**src/rtl/wshbn_master_block_xfer_if.sv**
```systemverilog
// Wishbone classic bus plus block request/response channel for wshbn_master_block_xfer.
interface wshbn_master_block_xfer_if #(
  parameter int WORD_WIDTH  = 32,
  parameter int ADDR_WIDTH  = 32,
  parameter int BLOCK_WORDS = 4
);
  logic [WORD_WIDTH-1:0]             DAT_I;
  logic                              ACK_I;
  logic                              ERR_I;
  logic [ADDR_WIDTH-1:0]             ADR_O;
  logic [WORD_WIDTH-1:0]             DAT_O;
  logic                              WE_O;
  logic                              STB_O;
  logic                              CYC_O;
  logic                              req_valid;
  logic                              req_ready;
  logic                              req_we;
  logic [ADDR_WIDTH-1:0]             req_addr;
  logic [BLOCK_WORDS*WORD_WIDTH-1:0] req_wdata;
  logic                              rsp_valid;
  logic                              rsp_err;
  logic [BLOCK_WORDS*WORD_WIDTH-1:0] rsp_rdata;

  modport master (
    input  DAT_I, ACK_I, ERR_I, req_valid, req_we, req_addr, req_wdata,
    output ADR_O, DAT_O, WE_O, STB_O, CYC_O, req_ready, rsp_valid, rsp_err, rsp_rdata
  );

  modport slave (
    output DAT_I, ACK_I, ERR_I, req_valid, req_we, req_addr, req_wdata,
    input  ADR_O, DAT_O, WE_O, STB_O, CYC_O, req_ready, rsp_valid, rsp_err, rsp_rdata
  );
endinterface

```
**src/rtl/wshbn_master_block_xfer.sv**
```systemverilog
// Wishbone classic master moving one cache block per request, with whole-block retry on ERR_I.
// Define WSHBN_MASTER_TIMEOUT_EN to build the bus watchdog (TIMEOUT_CYC stalled cycles act as ERR_I).
module wshbn_master_block_xfer #(
  parameter int WORD_WIDTH  = 32,
  parameter int ADDR_WIDTH  = 32,
  parameter int BLOCK_WORDS = 4,
  parameter int MAX_RETRIES = 2,
  parameter int TIMEOUT_CYC = 64
) (
  input logic                       CLK_I,
  input logic                       RST_I,
  wshbn_master_block_xfer_if.master bus
);
  localparam int IDX_W = $clog2(BLOCK_WORDS);
  localparam int RTY_W = (MAX_RETRIES > 0) ? $clog2(MAX_RETRIES + 1) : 1;

  if (BLOCK_WORDS < 2 || (BLOCK_WORDS & (BLOCK_WORDS - 1)) != 0 || TIMEOUT_CYC < 1)
  begin : g_bad_param
    $error("wshbn_master_block_xfer: BLOCK_WORDS must be a power of two >= 2, TIMEOUT_CYC >= 1");
  end

  typedef enum logic [2:0] {IDLE, XFER, RETRY, DONE, FAIL} state_t;

  state_t                            state_q, state_d;
  logic [ADDR_WIDTH-1:0]             base_q;
  logic                              we_q;
  logic [BLOCK_WORDS*WORD_WIDTH-1:0] wdata_q;
  logic [BLOCK_WORDS*WORD_WIDTH-1:0] rdata_q;
  logic [IDX_W-1:0]                  idx_q;
  logic [RTY_W-1:0]                  rty_q;
  logic                              accept;
  logic                              word_ack;
  logic                              last_word;
  logic                              timeout_hit;

  assign last_word = (idx_q == '1);

  always_comb begin
    state_d  = state_q;
    accept   = 1'b0;
    word_ack = 1'b0;
    unique case (state_q)
      IDLE: begin
        if (bus.req_valid) begin
          accept  = 1'b1;
          state_d = XFER;
        end
      end
      XFER: begin
        // An error (or watchdog expiry) overrides a simultaneous ACK.
        if (bus.ERR_I || timeout_hit) begin
          state_d = (rty_q < RTY_W'(MAX_RETRIES)) ? RETRY : FAIL;
        end else if (bus.ACK_I) begin
          word_ack = 1'b1;
          if (last_word) state_d = DONE;
        end
      end
      RETRY:   state_d = XFER;
      DONE:    state_d = IDLE;
      FAIL:    state_d = IDLE;
      default: state_d = IDLE;
    endcase
  end

  always_ff @(posedge CLK_I) begin
    if (!RST_I) begin
      state_q <= IDLE;
      base_q  <= '0;
      we_q    <= 1'b0;
      wdata_q <= '0;
      rdata_q <= '0;
      idx_q   <= '0;
      rty_q   <= '0;
    end else begin
      state_q <= state_d;
      if (accept) begin
        base_q  <= bus.req_addr & ~ADDR_WIDTH'(BLOCK_WORDS - 1);
        we_q    <= bus.req_we;
        wdata_q <= bus.req_wdata;
        rdata_q <= '0;
        idx_q   <= '0;
        rty_q   <= '0;
      end
      if (word_ack) begin
        if (!we_q) rdata_q[WORD_WIDTH*int'(idx_q) +: WORD_WIDTH] <= bus.DAT_I;
        if (!last_word) idx_q <= idx_q + IDX_W'(1);
      end
      // Re-issue restarts the block, so partial data from the failed attempt is discarded.
      if (state_q == RETRY) begin
        rty_q   <= rty_q + RTY_W'(1);
        idx_q   <= '0;
        rdata_q <= '0;
      end
    end
  end

`ifdef WSHBN_MASTER_TIMEOUT_EN
  localparam int TO_W = $clog2(TIMEOUT_CYC + 1);
  logic [TO_W-1:0] to_cnt_q;

  always_ff @(posedge CLK_I) begin
    if (!RST_I || state_q != XFER || bus.ACK_I || bus.ERR_I || timeout_hit) begin
      to_cnt_q <= '0;
    end else begin
      to_cnt_q <= to_cnt_q + TO_W'(1);
    end
  end

  assign timeout_hit = (state_q == XFER) && !bus.ACK_I && !bus.ERR_I &&
                       (to_cnt_q == TO_W'(TIMEOUT_CYC - 1));
`else
  assign timeout_hit = 1'b0;
`endif

  assign bus.CYC_O     = (state_q == XFER);
  assign bus.STB_O     = (state_q == XFER);
  assign bus.WE_O      = (state_q == XFER) && we_q;
  assign bus.ADR_O     = (state_q == XFER) ? base_q + ADDR_WIDTH'(idx_q) : '0;
  assign bus.DAT_O     = ((state_q == XFER) && we_q) ?
                         wdata_q[WORD_WIDTH*int'(idx_q) +: WORD_WIDTH] : '0;
  assign bus.req_ready = (state_q == IDLE);
  assign bus.rsp_valid = (state_q == DONE) || (state_q == FAIL);
  assign bus.rsp_err   = (state_q == FAIL);
  assign bus.rsp_rdata = rdata_q;
endmodule

```
**src/flat_wrapper.sv**
```systemverilog
// flat-port wrapper written by rule: the top's interface ports become plain ports
module wshbn_master_block_xfer_flat 
#(
  parameter int WORD_WIDTH  = 32,
  parameter int ADDR_WIDTH  = 32,
  parameter int BLOCK_WORDS = 4,
  parameter int MAX_RETRIES = 2,
  parameter int TIMEOUT_CYC = 64
)
  (CLK_I, RST_I, bus_DAT_I, bus_ACK_I, bus_ERR_I, bus_req_valid, bus_req_we, bus_req_addr, bus_req_wdata, bus_ADR_O, bus_DAT_O, bus_WE_O, bus_STB_O, bus_CYC_O, bus_req_ready, bus_rsp_valid, bus_rsp_err, bus_rsp_rdata);
  wshbn_master_block_xfer_if #(.WORD_WIDTH(WORD_WIDTH), .ADDR_WIDTH(ADDR_WIDTH), .BLOCK_WORDS(BLOCK_WORDS)) bus_i ();
  input logic CLK_I;
  input logic RST_I;
  input wire logic [$bits(bus_i.DAT_I)-1:0] bus_DAT_I;
  input wire logic [$bits(bus_i.ACK_I)-1:0] bus_ACK_I;
  input wire logic [$bits(bus_i.ERR_I)-1:0] bus_ERR_I;
  input wire logic [$bits(bus_i.req_valid)-1:0] bus_req_valid;
  input wire logic [$bits(bus_i.req_we)-1:0] bus_req_we;
  input wire logic [$bits(bus_i.req_addr)-1:0] bus_req_addr;
  input wire logic [$bits(bus_i.req_wdata)-1:0] bus_req_wdata;
  output wire logic [$bits(bus_i.ADR_O)-1:0] bus_ADR_O;
  output wire logic [$bits(bus_i.DAT_O)-1:0] bus_DAT_O;
  output wire logic [$bits(bus_i.WE_O)-1:0] bus_WE_O;
  output wire logic [$bits(bus_i.STB_O)-1:0] bus_STB_O;
  output wire logic [$bits(bus_i.CYC_O)-1:0] bus_CYC_O;
  output wire logic [$bits(bus_i.req_ready)-1:0] bus_req_ready;
  output wire logic [$bits(bus_i.rsp_valid)-1:0] bus_rsp_valid;
  output wire logic [$bits(bus_i.rsp_err)-1:0] bus_rsp_err;
  output wire logic [$bits(bus_i.rsp_rdata)-1:0] bus_rsp_rdata;
  assign bus_i.DAT_I = bus_DAT_I;
  assign bus_i.ACK_I = bus_ACK_I;
  assign bus_i.ERR_I = bus_ERR_I;
  assign bus_i.req_valid = bus_req_valid;
  assign bus_i.req_we = bus_req_we;
  assign bus_i.req_addr = bus_req_addr;
  assign bus_i.req_wdata = bus_req_wdata;
  assign bus_ADR_O = bus_i.ADR_O;
  assign bus_DAT_O = bus_i.DAT_O;
  assign bus_WE_O = bus_i.WE_O;
  assign bus_STB_O = bus_i.STB_O;
  assign bus_CYC_O = bus_i.CYC_O;
  assign bus_req_ready = bus_i.req_ready;
  assign bus_rsp_valid = bus_i.rsp_valid;
  assign bus_rsp_err = bus_i.rsp_err;
  assign bus_rsp_rdata = bus_i.rsp_rdata;
  wshbn_master_block_xfer #(.WORD_WIDTH(WORD_WIDTH), .ADDR_WIDTH(ADDR_WIDTH), .BLOCK_WORDS(BLOCK_WORDS), .MAX_RETRIES(MAX_RETRIES), .TIMEOUT_CYC(TIMEOUT_CYC)) u_core (.CLK_I(CLK_I), .RST_I(RST_I), .bus(bus_i));
endmodule
```
**config.mk**
```make
export PLATFORM = sky130hd
export DESIGN_NAME = wshbn_master_block_xfer_flat
export DESIGN_NICKNAME = d
export VERILOG_FILES = /design/src/rtl/wshbn_master_block_xfer_if.sv /design/src/rtl/wshbn_master_block_xfer.sv /design/src/flat_wrapper.sv
export SDC_FILE = /design/constraint.sdc
export NUM_CORES = 1
export LEC_CHECK = 0
export ABC_AREA = 1
export CAP_MARGIN = 25
export CORE_ASPECT_RATIO = 1.25
export CORE_MARGIN = 1.5
export CORE_UTILIZATION = 40
export CTS_BUF_LIST = sky130_fd_sc_hd__clkbuf_8
export DETAILED_ROUTE_END_ITERATION = 12
export GPL_ROUTABILITY_DRIVEN = 0
export GPL_TIMING_DRIVEN = 1
export HOLD_SLACK_MARGIN = 0.03
export PLACE_DENSITY_LB_ADDON = 0.05
export SLEW_MARGIN = 20
export SYNTH_ARGS = -nofsm -noshare
export SYNTH_HDL_FRONTEND = slang
export SYNTH_SLANG_ARGS = --single-unit
export TNS_END_PERCENT = 10
```
**constraint.sdc**
```tcl
create_clock -name CLK_I -period 4.8 [get_ports CLK_I]
set_input_delay 1.2 -clock CLK_I [delete_from_list [all_inputs] [get_ports CLK_I]]
set_output_delay 1.2 -clock CLK_I [all_outputs]
set_load 0.02 [all_outputs]
```
**Yosys cells after proc, flatten, opt, wreduce, memory -nomap -nowiden**

Cells that the tools add are included.

- Register bits: 294
- Input bits: 198
- Output and inout port bits: 198
- Logic and storage cells: 53

- Add/subtract/negate cells: 4
- Order comparisons: 1
- Equal/unequal tests: 8
- Shift operators: 3
- Mux-type cells: 23
- Bitwise logic cells: 1
- Reduce and logical (&&, ||, !) cells: 6

Operator list:

| kind | number |
|---|---|
| $mux 128 | 4 |
| $bwmux 128 | 1 |
| $shift 32x33->128 const A | 1 |
| $shiftx 128x8->32 | 1 |
| $shiftx 32x33->128 | 1 |
| $mux 32 | 2 |
| $neg 7->33 | 1 |
| $add 32x2->32 | 1 |
| $mux 3 | 5 |
| $mux 2 | 5 |
| $pmux 3 s3 | 1 |
| $eq 3x2->1 const B | 2 |
| $mux 1 | 5 |
| $add 2x1->2 const B | 2 |
| $eq 3x1->1 const B | 1 |
| $eq 3x3->1 const B | 1 |
| $logic_not 3->1 | 1 |
| $ne 3x2->1 const B | 1 |
| $ne 3x3->1 const B | 1 |
| $reduce_and 3->1 | 1 |
| $eq 2x2->1 const B | 1 |
| $lt 2x2->1 const B | 1 |
| $ne 2x2->1 const B | 1 |
| $reduce_bool 2->1 | 1 |
| other kinds (4) | 4 |

**Logic depth before layout (Yosys ltp)**

Gate-level depths: netlist of run 1.

- Depth after elaboration: 7
- Depth in mapped cells: 13
- Mapped depth without buffers: 9

**Least setup slack after synthesis of run 1**

No wires, ideal clock.

- Path type: reg2out
- Start point: register u_core.state_q[2]
- End point: output port bus_DAT_O[10]
- Arrival: 1621 ps
- Required time: 3600 ps
- Slack: 1979 ps
- Stages on the path, launching flop included: 7
- Path through: dfxtp_1 -> inv_1 -> nand3_4 -> nor2_1 -> inv_1 -> clkbuf_1 -> a21oi_1

- Cells in the longest elaborated chain, start to end: 3

RTL lines:

| what | RTL line | RTL |
|---|---|---|
| start: declaration | wshbn_master_block_xfer.sv:24 | `state_t state_q, state_d;` |
| start signal: assignment | wshbn_master_block_xfer.sv:75 | `state_q <= state_d;` |
| $eq 3x1->1 | - |  |
| $logic_and 1x1->1 | - |  |
| named net bus_WE_O | flat_wrapper.sv:23 | `output wire logic [$bits(bus_i.WE_O)-1:0] bus_WE_O;` |
| $mux 32 | wshbn_master_block_xfer.sv:119 | `assign bus.DAT_O = ((state_q == XFER) && we_q) ?` |
| end: declaration | flat_wrapper.sv:22 | `output wire logic [$bits(bus_i.DAT_O)-1:0] bus_DAT_O;` |

The timed path passes the listed nets, and every way through them passes these cells.

**Worst setup path in the final report of run 1**

- Start point: register u_core.state_q[1]
- End point: output port bus_DAT_O[22]

- Cells in the longest elaborated chain, start to end: 3

RTL lines:

| what | RTL line |
|---|---|
| $eq 3x1->1 | wshbn_master_block_xfer.sv:119 |
| $logic_and 1x1->1 | wshbn_master_block_xfer.sv:119 |
| $mux 32 | wshbn_master_block_xfer.sv:119 |

Every way passes these cells.

==> out/results.ini, run 1 <==
[sta]
finalClockSkew_ps = 33.60
setup_violations = 0
worst_slew_pin_slew_ps = 889.1
setup_tns_ps = 0
period_minus_slack_ps = 4109
drv_slew = 0
layout_setup_ws_ps = 691.1
min_period_over_period_pct = 85.60
fmax_mhz = 243.4
rsz0062_at_grt = no
relSlewSlack_pct = 40.73
hold_viol_final = 0

[floorplan]
num_rows = 72
core_area_mm2 = 0.03108
ios = 396
die_w_um = 162.1
die_h_um = 201.9
design.die.area_mm2 = 0.03274
start_util_pct = 40.74

[place]
post-dp-hpwl_um = 29290
portBuffers = 393
dp_slack_ps = 1218

[critical_path]
required_ps = 3600
worstSetupStartpointType = flop
worst-path-buf-inv = 4
crit_chain = inv_2 > nand3_4 > nor2_1 > inv_1 > buf_4 > a21oi_1 > clkdlybuf4s50_1
crit_slowest_cell = clkdlybuf4s50_1
cp-end-kind = output pin
crit_family = buffers and inverters
crit_fanout = 36
arrival_ps = 2910
criticalPathCategory = reg2out
max_stage_delay_ps = 650

[synthesis]
synthFlopType = dfxtp_1
yosysWarnings = 0
syn_nets = 1912
syn_inst = 1708
netlist_area_mm2 = 0.01266
ys_async_sr_fraction_pct = 0
ys_seq_area_share_pct = 46.48
synth_edf_count = 0
synth_cell_types = 27
ys_seq_elements = 294
syn-mean-instance-area_um2 = 7.413

[clock_network]
cts.sinks = 294
root_buffer = clkbuf_8
cts_buffers = 48
h-tree-depth = 2
ctsResizeCount = 0
cts_tree = yes
cts.clk_slew.worst_paths_ps = 60
postCtsHoldBufs = 0
cts_buffer_depth = 3
insertion_delay_ps = 590
post_cts_buffers = 0

[pwr]
clockPowerShare_pct = 38.6
switching_power_mw = 1.537
pwr-share-seq_pct = 47.1
power_density_mw_per_mm2 = 318.6
p_int_mw = 4.042
vdd_ir_drop_max_mv = 0.2163
combPwrFrac_pct = 14.3
p_sw_share_pct = 27.54
p_leak_nw = 6.292

[run_status]
status = finished, final reports clean

[global_routing]
grt.total_usage_pct = 26.38
gr-total-overflow = 0
grt_max_degree = 147
antenna_found_initial = 3
first_global_vias = 12445
grt_pass1_wl_um = 68660

[cells_and_area]
multi_input_area_mm2 = 0.005435
final_nets = 2220
final_common_cell = clkdlybuf4s50_1
drive_gt1_share_pct = 5.699
syn_to_final_growth_pct = 38.31
ff_latch_area_mm2 = 0.005887
nFillCells = 3128
final_cell_mix = clkdlybuf4s50_1, a21oi_1, dfxtp_1

[routing]
detail-route-antenna-nets = 0
routed_wl_um = 44250
drt_iter0_drc = 1046
first_pass_iters = 5
drc = 0
avgRoutedWirePerCell_um = 17.97
vias = 13007
viasPerCell = 5.283

[min_path]
hold_class = reg2reg

[job]
maxCapViolCount = 0

-- cell type report --
class	count	share of cell area [%]
clock inverters	25	0.5787
diodes	2	0.02858
clock buffers	62	4.872
flip-flops and latches	294	33.61
well taps	407	2.908
inverters	144	3.086
repair buffers	422	23.88
multi-input cells	1106	31.04
-- sequential cells by signal, indices dropped and copies added, names as in the netlist --
signal,cells
u_core.we_q,1
u_core.wdata_q,128
u_core.bus.rsp_rdata,128
u_core.idx_q,2
u_core.base_q,30
u_core.state_q,3
u_core.rty_q,2
-- path summary, 6_finish.rpt --
kind,start,end,slack (ps),depth (start not counted)
worst min-delay path,u_core.wdata_q[82],u_core.wdata_q[82],450,2
worst max register to register,u_core.idx_q[0],u_core.bus.rsp_rdata[51],1560,11
worst max-delay path,u_core.state_q[1],bus_DAT_O[22],690,7
worst min register to register,u_core.wdata_q[82],u_core.wdata_q[82],450,2
-- power by group through the flow --
stage          clock, mW  sequential, mW  combinational (mW)
6_report            2.16            2.63               0.798
5_1_grt             2.32            2.64               0.881
4_1_cts             2.21            2.62               0.801
3_5_place_dp           0            2.68               0.797
3_3_place_gp           0            2.67               0.791
2_1_floorplan          0            2.67               0.468
-- worst register-to-register path: cells and delay by family (launching register included) --
family / cells / cell delay [ps]
AO/OA/AOI/OAI: 1 / 70
adder cells (fa/ha/maj): 1 / 150
buffers and inverters: 5 / 1840
flip-flops: 1 / 320
AND/OR/NAND/NOR: 4 / 710
-- per-layer routing --
layer / routed length, µm / global-route usage (%) / vias to the layer above
li1: - / - / 6422
met1: 17050 / 30.13 / 6049
met2: 21990 / 45.66 / 447
met3: 3449 / 7.470 / 87
met4: 1747 / 11.50 / 2
met5: 11 / 0 / -
-- synth_stat cells, drive strengths merged, types with 2 or more instances --
library cell / count / share of area [%]
a21oi: 321 / 13
dfxtp: 294 / 46
o21ai: 230 / 9.1
nor2: 229 / 6.9
nand3: 162 / 6.5
inv: 142 / 4.2
buf: 102 / 4.8
nand4: 96 / 4.7
clkbuf: 62 / 1.8
nand2: 56 / 1.8
ha: 6 / 0.59
nor3: 3 / 0.16
clkinv: 2 / 0.059
-- stage by stage --
step                hold slack (ps)  area (µm²)  utilization [%]  std cells  power, mW
floorplan                     429.7       12660                -       1708      3.139
global placement              438.7       16540            53.21       2372      3.465
detailed placement            444.2       16550            53.26       2373      3.474
CTS                           453.2       17510            56.33       2460      5.633
global route                  468.6       17510            56.34       2461      5.843
finish                        452.0       17510            56.35       2462      5.579
-- kinds of logic (layout without fill, tap and decap cells) --
| group | Yosys count | count (layout) | share of synthesized area (%) |
|---|---|---|---|
| compound gates | 552 | 552 | 21.83 |
| other cells | 0 | 2 | 0 |
| fa+ha+maj | 6 | 6 | 0.5929 |
| flops | 294 | 294 | 46.48 |
| buf+inv | 308 | 653 | 10.93 |
| simple gates | 548 | 548 | 20.17 |
Note: power is estimated with default switching activity, not from simulation.
==> run 2: changes to the inputs <==
--- a/config.mk
+++ b/config.mk
@@ -9,7 +9,7 @@
 export CAP_MARGIN = 25
 export CORE_ASPECT_RATIO = 1.25
 export CORE_MARGIN = 1.5
-export CORE_UTILIZATION = 40
+export CORE_UTILIZATION = 50
 export CTS_BUF_LIST = sky130_fd_sc_hd__clkbuf_8
 export DETAILED_ROUTE_END_ITERATION = 12
 export GPL_ROUTABILITY_DRIVEN = 0
==> run 2 against run 1 <==
Design area fell by 0.86%. Total power fell by 1.1%. Clock power fell by 3%. Critical endpoint is now bus_DAT_O[30].
==> out/results.ini, run 2 (synthesis gave the netlist of run 1 again) <==
[sta]
setup_tns_ps = 0
min_period_over_period_pct = 89.00
rsz0062_at_grt = no
relSlewSlack_pct = 34.35
layout_setup_ws_ps = 528.0
finalClockSkew_ps = 27.88
worst_slew_pin_slew_ps = 983.6
drv_slew = 0
fmax_mhz = 234.1
period_minus_slack_ps = 4272
hold_viol_final = 0
fin_hold_ws_ps = 452.1
setup_violations = 0

[cells_and_area]
ff_latch_area_mm2 = 0.005887
syn_to_final_growth_pct = 37.12
final_nets = 2217
final_cell_mix = clkdlybuf4s50_1, a21oi_1, dfxtp_1
final_common_cell = clkdlybuf4s50_1
drive_gt1_share_pct = 5.623
fin_cells = 2377
multi_input_area_mm2 = 0.005443
nFillCells = 2227

[clock_network]
post_cts_buffers = 0
cts_buffer_depth = 3
postCtsHoldBufs = 0
cts_tree = yes
root_buffer = clkbuf_8
cts.sinks = 294
ctsResizeCount = 0
h-tree-depth = 2
insertion_delay_ps = 570
cts_buffers = 46
cts.clk_slew.worst_paths_ps = 60

[pwr]
p_total_mw = 5.520
p_leak_nw = 6.242
vdd_ir_drop_max_mv = 0.2676
power_density_mw_per_mm2 = 317.9

[global_routing]
grt_pass1_wl_um = 65390
grt_busiest_layer = met2
grt_max_degree = 154
gr-usage-met1_pct = 34.75
grt_use_met3_pct = 7.677
antenna_found_initial = 2
gr-total-overflow = 0
first_global_vias = 12257
grt.total_usage_pct = 30.88
grtUsageMet2_pct = 51.85

[floorplan]
core_area_mm2 = 0.02466
design.die.area_mm2 = 0.02629
start_util_pct = 51.34
die_w_um = 145.3
num_rows = 64
die_h_um = 180.9
ios = 396

[critical_path]
endpoint = bus_DAT_O[30]
r2r-start = u_core.idx_q[1]
worstSetupStartpointType = flop
cp-end-kind = output pin
required_ps = 3600
reg2regPathDepth = 9
cp-startpoint = u_core.idx_q[1]
timing.reg2reg.setup_slack_ps = 1510
arrival_ps = 3070
crit_fanout = 20
worst_r2r_endpoint = u_core.bus.rsp_rdata[86]
criticalPathCategory = reg2out

[routing]
detail-route-antenna-nets = 0
viasPerCell = 5.592
vias = 13292
routed_wl_um = 42540
avgRoutedWirePerCell_um = 17.90
first_pass_iters = 6
drc = 0
drt_iter0_drc = 1213

[place]
post-dp-hpwl_um = 28400
dp_slack_ps = 1135
dp.cells = 2295
portBuffers = 393

[job]
maxCapViolCount = 0

[run_status]
status = finished, final reports clean

[min_path]
hold_class = reg2reg
whs_path_depth = 2

==> run 2: cell types whose count changed in the layout (fill, tap and decap cells not counted), sizes merged <==
cell	delta
inv	-5
buf	-1
clkbuf	-5
clkinv	+2
bufinv	+1
==> run 2: how the worst min path moves through the flow <==
| stage | startpoint | endpoint | slack (ps) |
|---|---|---|---|
| final | u_core.wdata_q[36] | u_core.wdata_q[36] | 450 |
| after global routing | u_core.wdata_q[93] | u_core.wdata_q[93] | 470 |
| after global placement | u_core.wdata_q[59] | u_core.wdata_q[59] | 440 |
| after floorplan | u_core.wdata_q[32] | u_core.wdata_q[32] | 430 |
| after CTS | u_core.wdata_q[36] | u_core.wdata_q[36] | 460 |
| after detailed placement | u_core.wdata_q[84] | u_core.wdata_q[84] | 450 |
==> run 2: worst max-delay path: stages, from the launching register on <==
cell,delay (ps)
dfxtp_1,340
clkinv_1,550
buf_4,460
a21oi_1,140
o21ai_0,150
a21oi_1,190
clkdlybuf4s50_1,680
==> run 2: layout make-up <==
cell class                      instances  area share [%]
Clock inverter                         23          0.7063
Timing Repair Buffer                  421           24.00
Clock buffer                           57           4.519
Sequential cell                       294           33.91
Inverter                              144           3.113
Tap cell                              330           2.378
Antenna cell                            2         0.02883
Multi-Input combinational cell       1106           31.35
==> run 2: metrics by stage <==
stage          utilization, %  area (µm²)
6_report                70.39       17360
5_1_grt                 70.39       17360
3_3_place_gp            66.66       16440
4_1_cts                 70.36       17350
2_1_floorplan               -       12660
3_5_place_dp            66.69       16450
==> run 2: power breakdown <==
group          switching, mW  internal, mW  total (mW)
clock network          0.975          1.12        2.09
registers             0.0466          2.58        2.63
logic                  0.488         0.312       0.800
==> run 2: routing by layer <==
metal | up-vias | wire [µm]
li1 | 6420 | -
met1 | 6134 | 15510
met2 | 596 | 20500
met3 | 142 | 3633
met4 | 0 | 2894
met5 | - | 0
==> run 3: changes to the inputs <==
--- a/config.mk
+++ b/config.mk
@@ -6,10 +6,10 @@
 export NUM_CORES = 1
 export LEC_CHECK = 0
 export ABC_AREA = 1
-export CAP_MARGIN = 25
+export CAP_MARGIN = 20
 export CORE_ASPECT_RATIO = 1.25
 export CORE_MARGIN = 1.5
-export CORE_UTILIZATION = 50
+export CORE_UTILIZATION = 48
 export CTS_BUF_LIST = sky130_fd_sc_hd__clkbuf_8
 export DETAILED_ROUTE_END_ITERATION = 12
 export GPL_ROUTABILITY_DRIVEN = 0
==> constraint.sdc (replaced) <==
create_clock -name CLK_I -period 4.6 [get_ports CLK_I]
set_input_delay 1.15 -clock CLK_I [delete_from_list [all_inputs] [get_ports CLK_I]]
set_output_delay 1.15 -clock CLK_I [all_outputs]
set_load 0.02 [all_outputs]
==> run 3 against run 2 <==
First-iteration DRC count decreased by 19%. Total power up 1.2%. Clock-buffer cell count down 4. Design area shrank 0.39%. Sequential power increased by 4%.
==> out/results.ini, run 3 (synthesis gave the netlist of run 1 again) <==
[clock_network]
cts_buffers = 47
cts.clk_slew.worst_paths_ps = 60
root_buffer = clkbuf_8
insertion_delay_ps = 550
post_cts_buffers = 0
cts.sinks = 294
ctsResizeCount = 0
cts_tree = yes
postCtsHoldBufs = 0
cts_buffer_depth = 3
h-tree-depth = 2

[routing]
drc = 0
vias = 13159
first_pass_iters = 5
detail-route-antenna-nets = 0
routed_wl_um = 42700
avgRoutedWirePerCell_um = 17.93
drt_iter0_drc = 987
viasPerCell = 5.527

[global_routing]
first_global_vias = 12295
grt_pass1_wl_um = 65120
gr-total-overflow = 0
grt.total_usage_pct = 30.03
grt_max_degree = 130
antenna_found_initial = 3

[critical_path]
cp-end-kind = output pin
reg2regPathDepth = 10
timing.reg2reg.setup_slack_ps = 1680
worstSetupStartpointType = flop
r2r-start = u_core.idx_q[0]
cp-startpoint = u_core.state_q[2]
worst_r2r_endpoint = u_core.bus.rsp_rdata[44]
arrival_ps = 2870
crit_fanout = 36
required_ps = 3450
endpoint = bus_DAT_O[25]
criticalPathCategory = reg2out

[floorplan]
ios = 396
core_area_mm2 = 0.02601
design.die.area_mm2 = 0.02737
start_util_pct = 48.68
die_w_um = 148.3
die_h_um = 184.6
num_rows = 66

[min_path]
hold_class = reg2reg

[sta]
setup_tns_ps = 0
rsz0062_at_grt = no
relSlewSlack_pct = 35.54
drv_slew = 0
setup_violations = 0
fmax_mhz = 248.8
worst_slew_pin_slew_ps = 967.0
hold_viol_final = 0
finalClockSkew_ps = 28.42
period_minus_slack_ps = 4019
min_period_over_period_pct = 87.37

[pwr]
p_leak_nw = 6.208
power_density_mw_per_mm2 = 322.9
vdd_ir_drop_max_mv = 0.2705
p_total_mw = 5.584

[place]
portBuffers = 393
post-dp-hpwl_um = 28340
place_area_mm2 = 0.01648
dp.cells = 2305

[cells_and_area]
post-route-util_pct = 66.48
final_cell_mix = clkdlybuf4s50_1, a21oi_1, dfxtp_1
nFillCells = 2454
drive_gt1_share_pct = 5.152
final_common_cell = clkdlybuf4s50_1
syn_to_final_growth_pct = 36.58
final_nets = 2218
final_cell_area_mm2 = 0.01729
fin_cells = 2381

[run_status]
status = finished, final reports clean

[job]
maxCapViolCount = 0

==> run 3: cell count changes in the layout (fill, tap and decap cells not counted), moves of 2 or more <==
cell      change
clkbuf_8      -4
clkinv_2      -3
buf_12        +2
inv_1         +2
buf_4         -2
==> run 3: final cells by class <==
class	instances	area [µm²]	area share (%)
inverters	144	540.5	3.125
repair buffers	421	4192	24.24
multi-input cells	1106	5435	31.43
well taps	340	425.4	2.460
clock buffers	53	729.5	4.218
clock inverters	20	77.57	0.4486
diodes	3	7.507	0.04341
flip-flops and latches	294	5887	34.04
==> run 3: how the worst min path moves through the flow <==
stage,depth (start not counted),end,startpoint,slack [ps]
after CTS,2,u_core.wdata_q[71],u_core.wdata_q[71],450
after detailed placement,2,u_core.wdata_q[66],u_core.wdata_q[66],440
after global routing,2,u_core.wdata_q[45],u_core.wdata_q[45],470
after global placement,2,u_core.wdata_q[60],u_core.wdata_q[60],440
after floorplan,2,u_core.wdata_q[32],u_core.wdata_q[32],430
final,2,u_core.wdata_q[66],u_core.wdata_q[66],450
==> run 3: per-stage QoR <==
stage	hold slack, ps	worst slack (ps)
final	449.2	580.9
after global routing	470.0	407.8
after CTS	452.6	537.2
after detailed placement	443.8	1144
after global placement	439.0	1154
after floorplan	429.7	1829
==> run 3: routing by layer <==
metal	track usage (%)	vias up	part of all wire (%)
li1	-	6397	-
met1	32.53	6048	36
met2	51.42	572	49
met3	7.574	142	8.3
met4	20.71	0	6.6
met5	0	-	0
==> run 3: worst max-delay path, cell delays in order, from the launching register on <==
cell,delay [ps]
dfxtp_1,320
inv_1,140
nand3_4,380
nor2_1,260
inv_1,60
buf_4,260
a21oi_1,230
clkdlybuf4s50_1,640
==> run 3: power by group <==
| part | internal [mW] | leakage (nW) | switching, mW |
|---|---|---|---|
| registers | 2.69 | 2.41 | 0.0499 |
| logic | 0.325 | 3.32 | 0.505 |
| clock network | 1.03 | 0.485 | 0.980 |
| total | 4.05 | 6.21 | 1.53 |
==> RTL edit 1: new RTL, config.mk and constraints of run 1 <==
Build with the macro `WSHBN_MASTER_TIMEOUT_EN` defined.
--- a/src/rtl/wshbn_master_block_xfer.sv
+++ b/src/rtl/wshbn_master_block_xfer.sv
@@ -2,2 +2,4 @@
 // Define WSHBN_MASTER_TIMEOUT_EN to build the bus watchdog (TIMEOUT_CYC stalled cycles act as ERR_I).
+`define WSHBN_MASTER_TIMEOUT_EN
+
 module wshbn_master_block_xfer #(
Function: same outputs for any inputs over 4 cycles, from zero or initial values and one cycle with RST_I low; that may be too few to reach the edited logic, so the function may still have changed.
==> RTL edit 1 against run 1 <==
  * Synthesized cell count is 1.9% higher
  * Power is 1.3% higher
  * Sequential power is 2% higher
  * Synthesized area is 1.6% higher
  * Wire length is 0.50% higher
  * Cell area is 1.7% higher
  * Setup slack worse by 52 ps
  * Sequential cell count is 7 higher
  * Critical endpoint is now bus_DAT_O[28]
  * Largest cell class unchanged
==> RTL edit 1: results (changes against run 1) <==
status=completed; Clock Buffer Count=61 (-1.6%); vias in the first global route=12500 (+0.75%); top cells by area, synth=dfxtp_1, a21oi_1, o21ai_0; Seq/Total Area, Yosys=0.468 (+0.00357); antenna violations before repair=8 (+5); largest net degree at the start of global routing=142 (-3.4%); nets@finish=2251 (+1.4%); drt total wl=44.5 mm (+0.50%); skew final=26.0 ps (-7.63 ps); Non-Clock Buffer Count=421 (-0.24%); synth cell count leaders=a21oi_1, dfxtp_1, nor2_1; multi-input gates=1108 (+0.18%); Worst Hold End=u_core.to_cnt_q[0]$_SDFF_PP0_; First-pass DRT Iterations=8 (+3); WL/cell=17.8 um (-0.91%); Final Power=5.65 mW (+1.3%); WL met3=3.64 mm (+5.5%); met2 Use GR=0.442 (-0.0150); Hold WS=449 ps (-2.78 ps); Filler Cells Inserted=3093 (-1.1%); Inst Count DP=2407 (+1.4%); Iter 0 DRT Violations=971 (-7.2%); Logic inverters=165 (+15%); R2R depth=6 (-5); met1 Use GR=0.300 (-0.00157); Max IR drop VDD=0.199 mV (-8.2%); Synth Area in Adders=0.00681 (+0.000879); Crit path largest cell delay=670 ps (+20 ps); syn_nets=1945 (+1.7%)
## RTL edit 1: cell types whose count changed in the layout (fill, tap and decap cells not counted), moves of 8 or more
cell	run 1	this run
inv_1	160	181
nand4_1	96	125
nor2_1	219	211
nand2_1	52	62
o21ai_1	34	26
nand3_1	161	131
## RTL edit 1: worst max-delay path by stage
stage	slack, ps	to	cells past startpoint	start
after global placement	1140	u_core.bus.rsp_rdata[51]$_SDFF_PP0_	6	u_core.idx_q[1]$_SDFF_PP0_
after CTS	600	bus_DAT_O[27]	6	u_core.idx_q[0]$_SDFF_PP0_
after global routing	420	bus_DAT_O[21]	6	u_core.idx_q[0]$_SDFF_PP0_
final	640	bus_DAT_O[28]	6	u_core.idx_q[1]$_SDFF_PP0_
after floorplan	2060	bus_DAT_O[10]	6	u_core.state_q[2]$_SDFFE_PN0P_
after detailed placement	1190	u_core.bus.rsp_rdata[51]$_SDFF_PP0_	6	u_core.idx_q[1]$_SDFF_PP0_
==> RTL edit 2: new RTL, settings of run 1 <==
Without the edit above. Encoding of `state_t`: now one-hot (5 bits for 5 states).
--- a/src/rtl/wshbn_master_block_xfer.sv
+++ b/src/rtl/wshbn_master_block_xfer.sv
@@ -21,3 +21,3 @@
 
-  typedef enum logic [2:0] {IDLE, XFER, RETRY, DONE, FAIL} state_t;
+  typedef enum logic [4:0] {IDLE = 5'b00001, XFER = 5'b00010, RETRY = 5'b00100, DONE = 5'b01000, FAIL = 5'b10000} state_t;
 
Formal check against the unedited RTL: no difference found for any inputs over 4 cycles, from zero or initial values and one cycle with RST_I low; so few cycles prove little.
==> RTL edit 2 against run 1 <==
  * Power down 1.0%
  * Critical endpoint is now bus_DAT_O[3]
  * Setup slack lost 90 ps
  * Register-to-register slack better by 120 ps
  * Combinational power fell by 16%
  * Synthesized area is 1.2% higher
  * Cell area up 1.3%
  * Wire length rose by 0.84%
  * Sequential cell count increased by 2
  * Largest power group unchanged
  * Core utilization down 0.40 points
==> RTL edit 2: results (changes against run 1) <==
antenna violations before repair=7 (+4); post-route non-filler standard cell count=2495 (+1.3%); global-route usage over all layers=0.261 (-0.00277); Comb power frac=0.122 (-0.021); WL/cell=17.9 um (-0.49%); crit path DAT=3000 ps (+90 ps); Filler Cells Inserted=3127 (-0.032%); first-pass GRT wire length=67.0 mm (-2.4%); hold_sp=u_core.wdata_q[116]$_SDFFE_PN0P_; R2R Setup Slk=1680 ps (+120 ps); Max IR drop VDD=0.190 mV (-12%); storage element area=0.00593 mm2 (+0.68%); Final Power=5.52 mW (-1.0%); synth cell count leaders=a21oi_1, dfxtp_1, o21ai_0; share of layout cells above drive strength 1=0.0553 (-0.00167); Iter 0 DRT Violations=941 (-10%); Slew HR=0.200 (-0.207); nets@finish=2245 (+1.1%); top cells by area, synth=dfxtp_1, a21oi_1, o21ai_0; Worst Hold End=u_core.wdata_q[116]$_SDFFE_PN0P_; R2R depth=9 (-2); DR vias/cell=5.12 (-3.0%); Inst Count DP=2402 (+1.2%); syn_nets=1939 (+1.4%); Slowest-stage cell, CP=clkdlybuf4s50_1; largest net degree at the start of global routing=301 (+100%); Synth Area in Adders=0.00586 (-0.0000689); Hold WS=440 ps (-11.7 ps); Clock group=2.19 mW; multiplexer area fraction after synthesis=0 (unchanged); Detailed Place HPWL=30.5 mm (+4.0%); Seq/Total Area, Yosys=0.463 (-0.00228); Compound-Gate Fraction of Synth Area=0.240 (+0.0218); Crit path largest cell delay=670 ps (+20 ps); Sw Ratio=0.268 (-0.00737); dpl ws=1090 ps (-130 ps); Bufs on Longest Clock Path=3 (unchanged); r2r endpoint=u_core.bus.rsp_rdata[78]$_SDFF_PP0_; WHS Path Cells=2 (unchanged); leak pwr=6.23 nW (-1.0%); status=completed; vias in the first global route=11900 (-4.4%); Syn Inst Count=1735 (+1.6%); clk_lat worst skew=a little under 600 ps; placed cell areas=0.0167 mm2 (+1.1%)
==> RTL edit 2: per-layer routing <==
layer / wire length, um / global-route usage / up-vias
li1: - / - / 6483
met3: 3710 / 0.0801 / 91
met4: 2120 / 0.130 / 4
met5: 27 / 0 / -
met2: 22100 / 0.457 / 434
met1: 16700 / 0.282 / 5773
==> RTL edit 2: worst max path at each step <==
| stage | cells past startpoint | slack (ps) | start | to |
|---|---|---|---|---|
| after floorplan | 7 | 1880 | u_core.state_q[1]$_SDFFE_PN0P_ | bus_DAT_O[10] |
| after global placement | 9 | 1100 | u_core.idx_q[0]$_SDFF_PP0_ | u_core.bus.rsp_rdata[78]$_SDFF_PP0_ |
| after detailed placement | 9 | 1090 | u_core.idx_q[0]$_SDFF_PP0_ | u_core.bus.rsp_rdata[78]$_SDFF_PP0_ |
| after CTS | 4 | 510 | u_core.idx_q[0]$_SDFF_PP0_ | bus_DAT_O[5] |
| after global routing | 8 | 310 | u_core.state_q[1]$_SDFFE_PN0P_ | bus_DAT_O[3] |
| final | 8 | 600 | u_core.state_q[1]$_SDFFE_PN0P_ | bus_DAT_O[3] |
==> RTL edit 2: final cells by class <==
cell class | count | area share
tap | 412 | 0.0291
multi-input combinational | 1066 | 0.302
inverter | 213 | 0.0451
sequential | 296 | 0.334
antenna | 4 | 0.000564
clock buffer | 62 | 0.0481
timing repair buffer | 416 | 0.234
clock inverter | 26 | 0.00628
==> RTL edit 2: worst max-delay path: cells and delay by family, from the launching register on <==
family / cells / cell delay [ps]
buffers and inverters: 4 / 1040
and+or+nand+nor: 3 / 730
DFF: 1 / 430
AOI/OAI and AO/OA: 1 / 220
